$ cat config.mk
export PLATFORM = sky130hd
export DESIGN_NAME = vga_timing_ctrl
export DESIGN_NICKNAME = d
export VERILOG_FILES = /design/src/rtl/vga_timing_ctrl.sv
export SDC_FILE = /design/constraint.sdc
export NUM_CORES = 1
export LEC_CHECK = 0
export ABC_AREA = 1
export BUFFER_PORTS_ARGS = -buffer_cell sky130_fd_sc_hd__buf_2
export CAP_MARGIN = 20
export CORE_MARGIN = 1.5
export CORE_UTILIZATION = 47
export DETAILED_ROUTE_END_ITERATION = 8
export GPL_TIMING_DRIVEN = 1
export PLACE_DENSITY = 0.82
export SKIP_CTS_REPAIR_TIMING = 1
export SLEW_MARGIN = 20
export SYNTH_ARGS = -nofsm -noshare
export SYNTH_HDL_FRONTEND = slang
export SYNTH_SLANG_ARGS = --single-unit
$ cat constraint.sdc
create_clock -name vga_clk -period 1.6 [get_ports vga_clk]
set_input_delay 0.24 -clock vga_clk [delete_from_list [all_inputs] [get_ports vga_clk]]
set_output_delay 0.24 -clock vga_clk [all_outputs]
set_load 0.05 [all_outputs]
$ cat src/rtl/vga_timing_ctrl.sv
// VGA raster timing: free-running line/frame counters, sync and display-enable
// generation, a one-cycle-early pixel request, and a frame-stable sprite position.
module vga_timing_ctrl #(
  parameter int unsigned H_SYNC  = 96,
  parameter int unsigned H_BACK  = 48,
  parameter int unsigned H_VALID = 640,
  parameter int unsigned H_FRONT = 16,
  parameter int unsigned V_SYNC  = 2,
  parameter int unsigned V_BACK  = 33,
  parameter int unsigned V_VALID = 480,
  parameter int unsigned V_FRONT = 10,
  parameter int unsigned PIC_W   = 100
) (
  input  logic        vga_clk,
  input  logic        sys_rst,
  input  logic [15:0] pix_data,
  input  logic [9:0]  x_move_in,
  input  logic [9:0]  y_move_in,
  output logic [11:0] pix_x,
  output logic [11:0] pix_y,
  output logic [9:0]  x_move,
  output logic [9:0]  y_move,
  output logic        hsync,
  output logic        vsync,
  output logic        de,
  output logic [15:0] rgb,
  output logic        frame_start
);

  localparam int unsigned H_TOTAL = H_SYNC + H_BACK + H_VALID + H_FRONT;
  localparam int unsigned V_TOTAL = V_SYNC + V_BACK + V_VALID + V_FRONT;

  localparam logic [11:0] H_LAST  = 12'(H_TOTAL - 1);
  localparam logic [11:0] V_LAST  = 12'(V_TOTAL - 1);
  localparam logic [11:0] H_SYNC_W = 12'(H_SYNC);
  localparam logic [11:0] V_SYNC_W = 12'(V_SYNC);
  localparam logic [11:0] H_ACT_S = 12'(H_SYNC + H_BACK);
  localparam logic [11:0] H_ACT_E = 12'(H_SYNC + H_BACK + H_VALID);
  localparam logic [11:0] H_REQ_S = 12'(H_SYNC + H_BACK - 1);
  localparam logic [11:0] H_REQ_E = 12'(H_SYNC + H_BACK + H_VALID - 1);
  localparam logic [11:0] V_ACT_S = 12'(V_SYNC + V_BACK);
  localparam logic [11:0] V_ACT_E = 12'(V_SYNC + V_BACK + V_VALID);
  localparam logic [9:0]  X_MAX   = 10'(H_VALID - PIC_W);
  localparam logic [9:0]  Y_MAX   = 10'(V_VALID - PIC_W);

  logic [11:0] cnt_h;
  logic [11:0] cnt_v;
  logic        h_last;
  logic        v_last;
  logic        h_act;
  logic        v_act;
  logic        pix_req;

  assign h_last = (cnt_h == H_LAST);
  assign v_last = (cnt_v == V_LAST);

  always_ff @(posedge vga_clk or posedge sys_rst) begin
    if (sys_rst) begin
      cnt_h <= '0;
      cnt_v <= '0;
    end else if (h_last) begin
      cnt_h <= '0;
      cnt_v <= v_last ? '0 : cnt_v + 12'd1;
    end else begin
      cnt_h <= cnt_h + 12'd1;
    end
  end

  // Pulse is registered from the last position so it lines up with cnt = (0,0).
  always_ff @(posedge vga_clk or posedge sys_rst) begin
    if (sys_rst) begin
      frame_start <= 1'b0;
    end else begin
      frame_start <= h_last && v_last;
    end
  end

  // Sprite position is sampled only at the frame boundary so it holds for a whole frame.
  always_ff @(posedge vga_clk or posedge sys_rst) begin
    if (sys_rst) begin
      x_move <= '0;
      y_move <= '0;
    end else if (h_last && v_last) begin
      x_move <= (x_move_in > X_MAX) ? X_MAX : x_move_in;
      y_move <= (y_move_in > Y_MAX) ? Y_MAX : y_move_in;
    end
  end

  always_comb begin
    hsync   = (cnt_h < H_SYNC_W);
    vsync   = (cnt_v < V_SYNC_W);
    h_act   = (cnt_h >= H_ACT_S) && (cnt_h < H_ACT_E);
    v_act   = (cnt_v >= V_ACT_S) && (cnt_v < V_ACT_E);
    pix_req = v_act && (cnt_h >= H_REQ_S) && (cnt_h < H_REQ_E);
    de      = h_act && v_act;
    pix_x   = pix_req ? (cnt_h - H_REQ_S) : '1;
    pix_y   = pix_req ? (cnt_v - V_ACT_S) : '1;
    rgb     = de ? pix_data : '0;
  end

endmodule

**Word level (Yosys, flattened, before mapping)**

Index checks and enable logic that the tools add are counted.
Widths: inputs -> output; s select.

- Add/subtract/negate cells: 4
- Multipliers: 0
- Divide/modulo/power cells: 0
- $lt $le $gt $ge: 10
- Eq/ne operators: 2
- Shift operators: 0
- Mux-type cells: 7
- Bitwise logic cells: 0
- Reduce and logical (&&, ||, !) cells: 6

Operators by type and width:

| kind | count |
|---|---|
| $mux 12 | 4 |
| $lt 12x10->1 const B | 3 |
| $add 12x1->12 const B | 2 |
| $eq 12x10->1 const B | 2 |
| $ge 12x8->1 const B | 2 |
| $mux 10 | 2 |
| $mux 16 | 1 |
| $ge 12x6->1 const B | 1 |
| $lt 12x2->1 const B | 1 |
| $lt 12x7->1 const B | 1 |
| $sub 12x6->12 const B | 1 |
| $sub 12x8->12 const B | 1 |
| $gt 10x10->1 const B | 1 |
| $gt 10x9->1 const B | 1 |
| $logic_and 1x1->1 | 6 |

- Bits in registers: 45
- Latch bits: 0
- RAM bits: 0
- Bits in read-only memories: 0
- Input port bits: 38
- Output and inout bits: 64
- Logic and storage cells: 34
- Memories kept: 0

**Longest topological paths before layout**

- Depth after elaboration: 5
- Depth in mapped cells: 11
- Mapped depth without buffers: 9

**Least setup slack after synthesis**

OpenSTA, ideal clock, no wires.

- Path type: register to output
- From: register cnt_v[0]
- To: output port rgb[0]
- Data arrival time: 1927 ps
- Required time: 1360 ps
- Setup slack: -567 ps
- Cell stages (with the launch flop): 9
- Buffers on the path: 0
- Cell sequence: dfrtp_1 -> ha_1 -> inv_1 -> nand2_2 -> inv_1 -> nand2_1 -> a21oi_1 -> nand3_2 -> nor2_1

- Longest elaborated chain between the ends: 4
- Elaborated cells between the ends (all ways): 5
- Those cells by class: 2 x order compare; 1 x mux; 2 x reduce/logical

Ends and longest elaborated chain:

| element | RTL line | text |
|---|---|---|
| start: declaration | 47 | `logic [11:0] cnt_v;` |
| start signal: assignment | 63 | `cnt_v <= v_last ? '0 : cnt_v + 12'd1;` |
| $ge 12x6->1 or $lt 12x10->1 (tied branches) | 93 | `v_act = (cnt_v >= V_ACT_S) && (cnt_v < V_ACT_E);` |
| $logic_and 1x1->1 (*) | 93 |  |
| $logic_and 1x1->1 (*) | 95 | `de = h_act && v_act;` |
| $mux 16 (*) | 98 | `rgb = de ? pix_data : '0;` |
| end: declaration | 26 | `output logic [15:0] rgb,` |

Every way passes the cells marked *; elsewhere a longest branch is shown, timed or not.

**Worst setup path after layout**

- From: register cnt_v[7]
- To: output port rgb[5]

The elaborated chain is that of the path after synthesis.

==> impl_metrics.tcl <==
set metrics [dict create \
    outcome "finished, violations left" \
    violations "negative hold slack, negative setup slack" \
    synth_most_common_cell "nand2_1" \
    fmax_mhz 406 \
    maxCapViolCount 0 \
    syn_to_final_growth_pct 71.4 \
    synth_top_family_by_area "simple AND/OR/NAND/NOR gates" \
    yosys.area_share.xor_xnor_pct 5.10 \
    num_io_pins 102 \
    finalCritPeriodShare_pct 154 \
    clock_path_buffers 2 \
    route.detailed.drc 0 \
    synthTopCellsByArea "dfrtp_1 34%, nand2_1 16%, inv_1 8.2%" \
    swShare_pct 24.6 \
    nFillCells 358 \
    antenna_found_initial 0 \
    start_util_pct 48.3 \
    wl_per_cell_um 18.9 \
    cts_made_buffers 5 \
    skew_ns 0.0142 \
    synth_area_mm2 0.00326 \
    synth-main-ff-cell "dfrtp_1" \
    power_leakage_uw 0.00274 \
    setup_slack_ns -0.863 \
    min_period_ns 2.46 \
    core_mm2 0.00676 \
    die_w_um 86.3 \
    io_buffers 101 \
    clk_latency_ns 0.32 \
    synthCells 471 \
    hp-class "in2async" \
    combPwrFrac_pct 6.2 \
    synthAdderAreaFrac_pct 1.53 \
    ys_seq_elements 45 \
    path_max_fanout 6 \
    yosysSeqAreaShare_pct 34.5 \
    cts_root_buffer "clkbuf_8" \
    synth_compound_gate_area_share_pct 3.68 \
    critPathRequiredTime_ns 1.36 \
    cts_tree "yes" \
    yosys-top-cells-count "137 x nand2_1, 71 x inv_1, 46 x nand3_1, 46 x nor2_1, 45 x dfrtp_1" \
    ir_worst_vdd_mv 0.454 \
    synth.avg_cell_area_um2 6.93 \
    die_area_mm2 0.00745 \
    yosys.area_share.simple_pct 41.8 \
    drt-total-wl_mm 14.1 \
    post-place-ws_ns -0.628 \
    crit_path_end_kind "output pin" \
    placed_area_mm2 0.00480 \
    slew_viol_final 0 \
    power_uw 2210 \
    path_clk_slew_ns 0.10 \
    async_flop_share_pct 100 \
    final_layout_size_suffix_gt1_share_pct 50.5 \
    grt_usage_pct 25.7 \
    dp_hpwl_mm 7.63 \
    finalSetupViolations 80 \
    worst_pin_slew_ns 0.831 \
    n_antenna_cell 0 \
    finalNetCount 708 \
    power_density_mw_per_mm2 394 \
    cts_sinks 45 \
    grt_pass1_wl_mm 15.3 \
    finalHoldViolations 21 \
    grt_pass1_vias 3501 \
    htreeDepth 2 \
    antenna_left 0 \
    criticalPathCategory "reg2out" \
    synth_mux_area_share_pct 0 \
    whs_ns -0.0285 \
    synthesis.nets 513 \
    ys_types 28 \
    dieHeight_um 86.3 \
    cp-start-kind "flip-flop" \
    fin_util_pct 82.8 \
    drt_iter0_drc 463 \
    maxSlewHeadroom_pct 44.3 \
    vias_per_cell 5.68 \
    clockPowerShare_pct 42.3 \
    via_count 4241 \
    synth_edf_count 0 \
    yosysTopAreaCellShare_pct 34.5 \
    synth_top_area_cell "dfrtp_1" \
    grt_max_degree 24 \
    intPower_uw 1660 \
    place_congestion 0.970 \
    overflow 0 \
    placementRows 30 \
    dr.pass1.iters 6 \
    p_sw_uw 543 \
    ys_warn_count 0 \
    design_area_mm2 0.00560 \
    rsz0062_at_grt "true" \
    arrival_ns 2.22 \
    seq_power_share_pct 51.5 \
]
==> final timing paths <==
kind | start | to | slack (ns) | cells after the start
max | cnt_v[7] | rgb[5] | -0.86 | 10
min | sys_rst | y_move[9] | -0.03 | 2
max reg2reg | cnt_h[0] | cnt_v[3] | -0.15 | 10
min reg2reg | x_move[3] | x_move[3] | 0.48 | 2
max in group asynchronous | sys_rst | cnt_v[5] | 1.08 | 3
min in group vga_clk | x_move_in[0] | x_move[0] | 0.16 | 3
==> layout by cell type (no fill, tap or decap), types with 4 or more instances in the layout <==
cell / instances
buf_8: 8
nand3_1: 23
nor3_1: 4
buf_4: 75
o21ai_0: 6
o21ai_1: 4
clkbuf_8: 5
inv_2: 9
inv_1: 65
xor2_1: 17
a21oi_1: 4
dfrtp_1: 39
o21ai_2: 4
nor2_1: 27
buf_2: 71
dfrtp_2: 6
nor2_4: 26
buf_6: 39
buf_12: 6
nand2_2: 17
nand2_1: 124
clkbuf_16: 4
nand4_1: 8
nor2_2: 15
nand3_4: 16
nand3_2: 16
==> metrics by stage <==
stage	std cells	TNS, ns
5_1_grt	747	-39.19
3_5_place_dp	724	-21.30
4_1_cts	732	-36.47
2_1_floorplan	471	-10.09
6_report	747	-33.96
3_3_place_gp	723	-25.78
==> metal layers <==
layer,up-vias,GRT usage (%),routed length (um)
met4,0,7.62,943
met2,342,47.7,6810
li1,1829,-,-
met3,110,4.29,1460
met1,1960,30.4,4890
met5,-,0,0
==> area by class of cell <==
class	count	area [um2]	area share [%]
multi-input combinational	332	2240	40.0
timing repair buffer	203	1700	30.3
sequential	45	1130	20.3
inverter	79	312	5.57
tap	80	100	1.79
clock buffer	5	68.8	1.23
clock inverter	3	48.8	0.872
==> flip-flops by register name, indices dropped and copies added (netlist names) <==
signal and flops:
cnt_v 12, y_move 10, cnt_h 12, frame_start 1
x_move 10
==> power groups by stage <==
| stage | Clock (uW) | Sequential, uW | Combinational, uW |
|---|---|---|---|
| final | 934 | 1140 | 137 |
| after CTS | 934 | 1140 | 130 |
| after global placement | 0 | 1160 | 125 |
| after global routing | 977 | 1140 | 154 |
| after detailed placement | 0 | 1160 | 130 |
| after floorplan | 0 | 1160 | 57.1 |
==> kinds of logic after synthesis <==
group           Yosys count
compound gates           22
simple gates            287
buf+inv                  94
fa+ha+maj                 4
flops                    45
xor+xnor                 19
==> critical path, cell delays in order (launching register included) <==
cell and delay [ns]:
dfrtp_1 0.44, nor2_4 0.18, nand2_2 0.08, buf_4 0.17
inv_2 0.08, nand2_2 0.08, a21oi_4 0.18, nand3_4 0.15
buf_6 0.18, nor2_4 0.18, buf_8 0.18
Power figures use the tool's default switching activity.
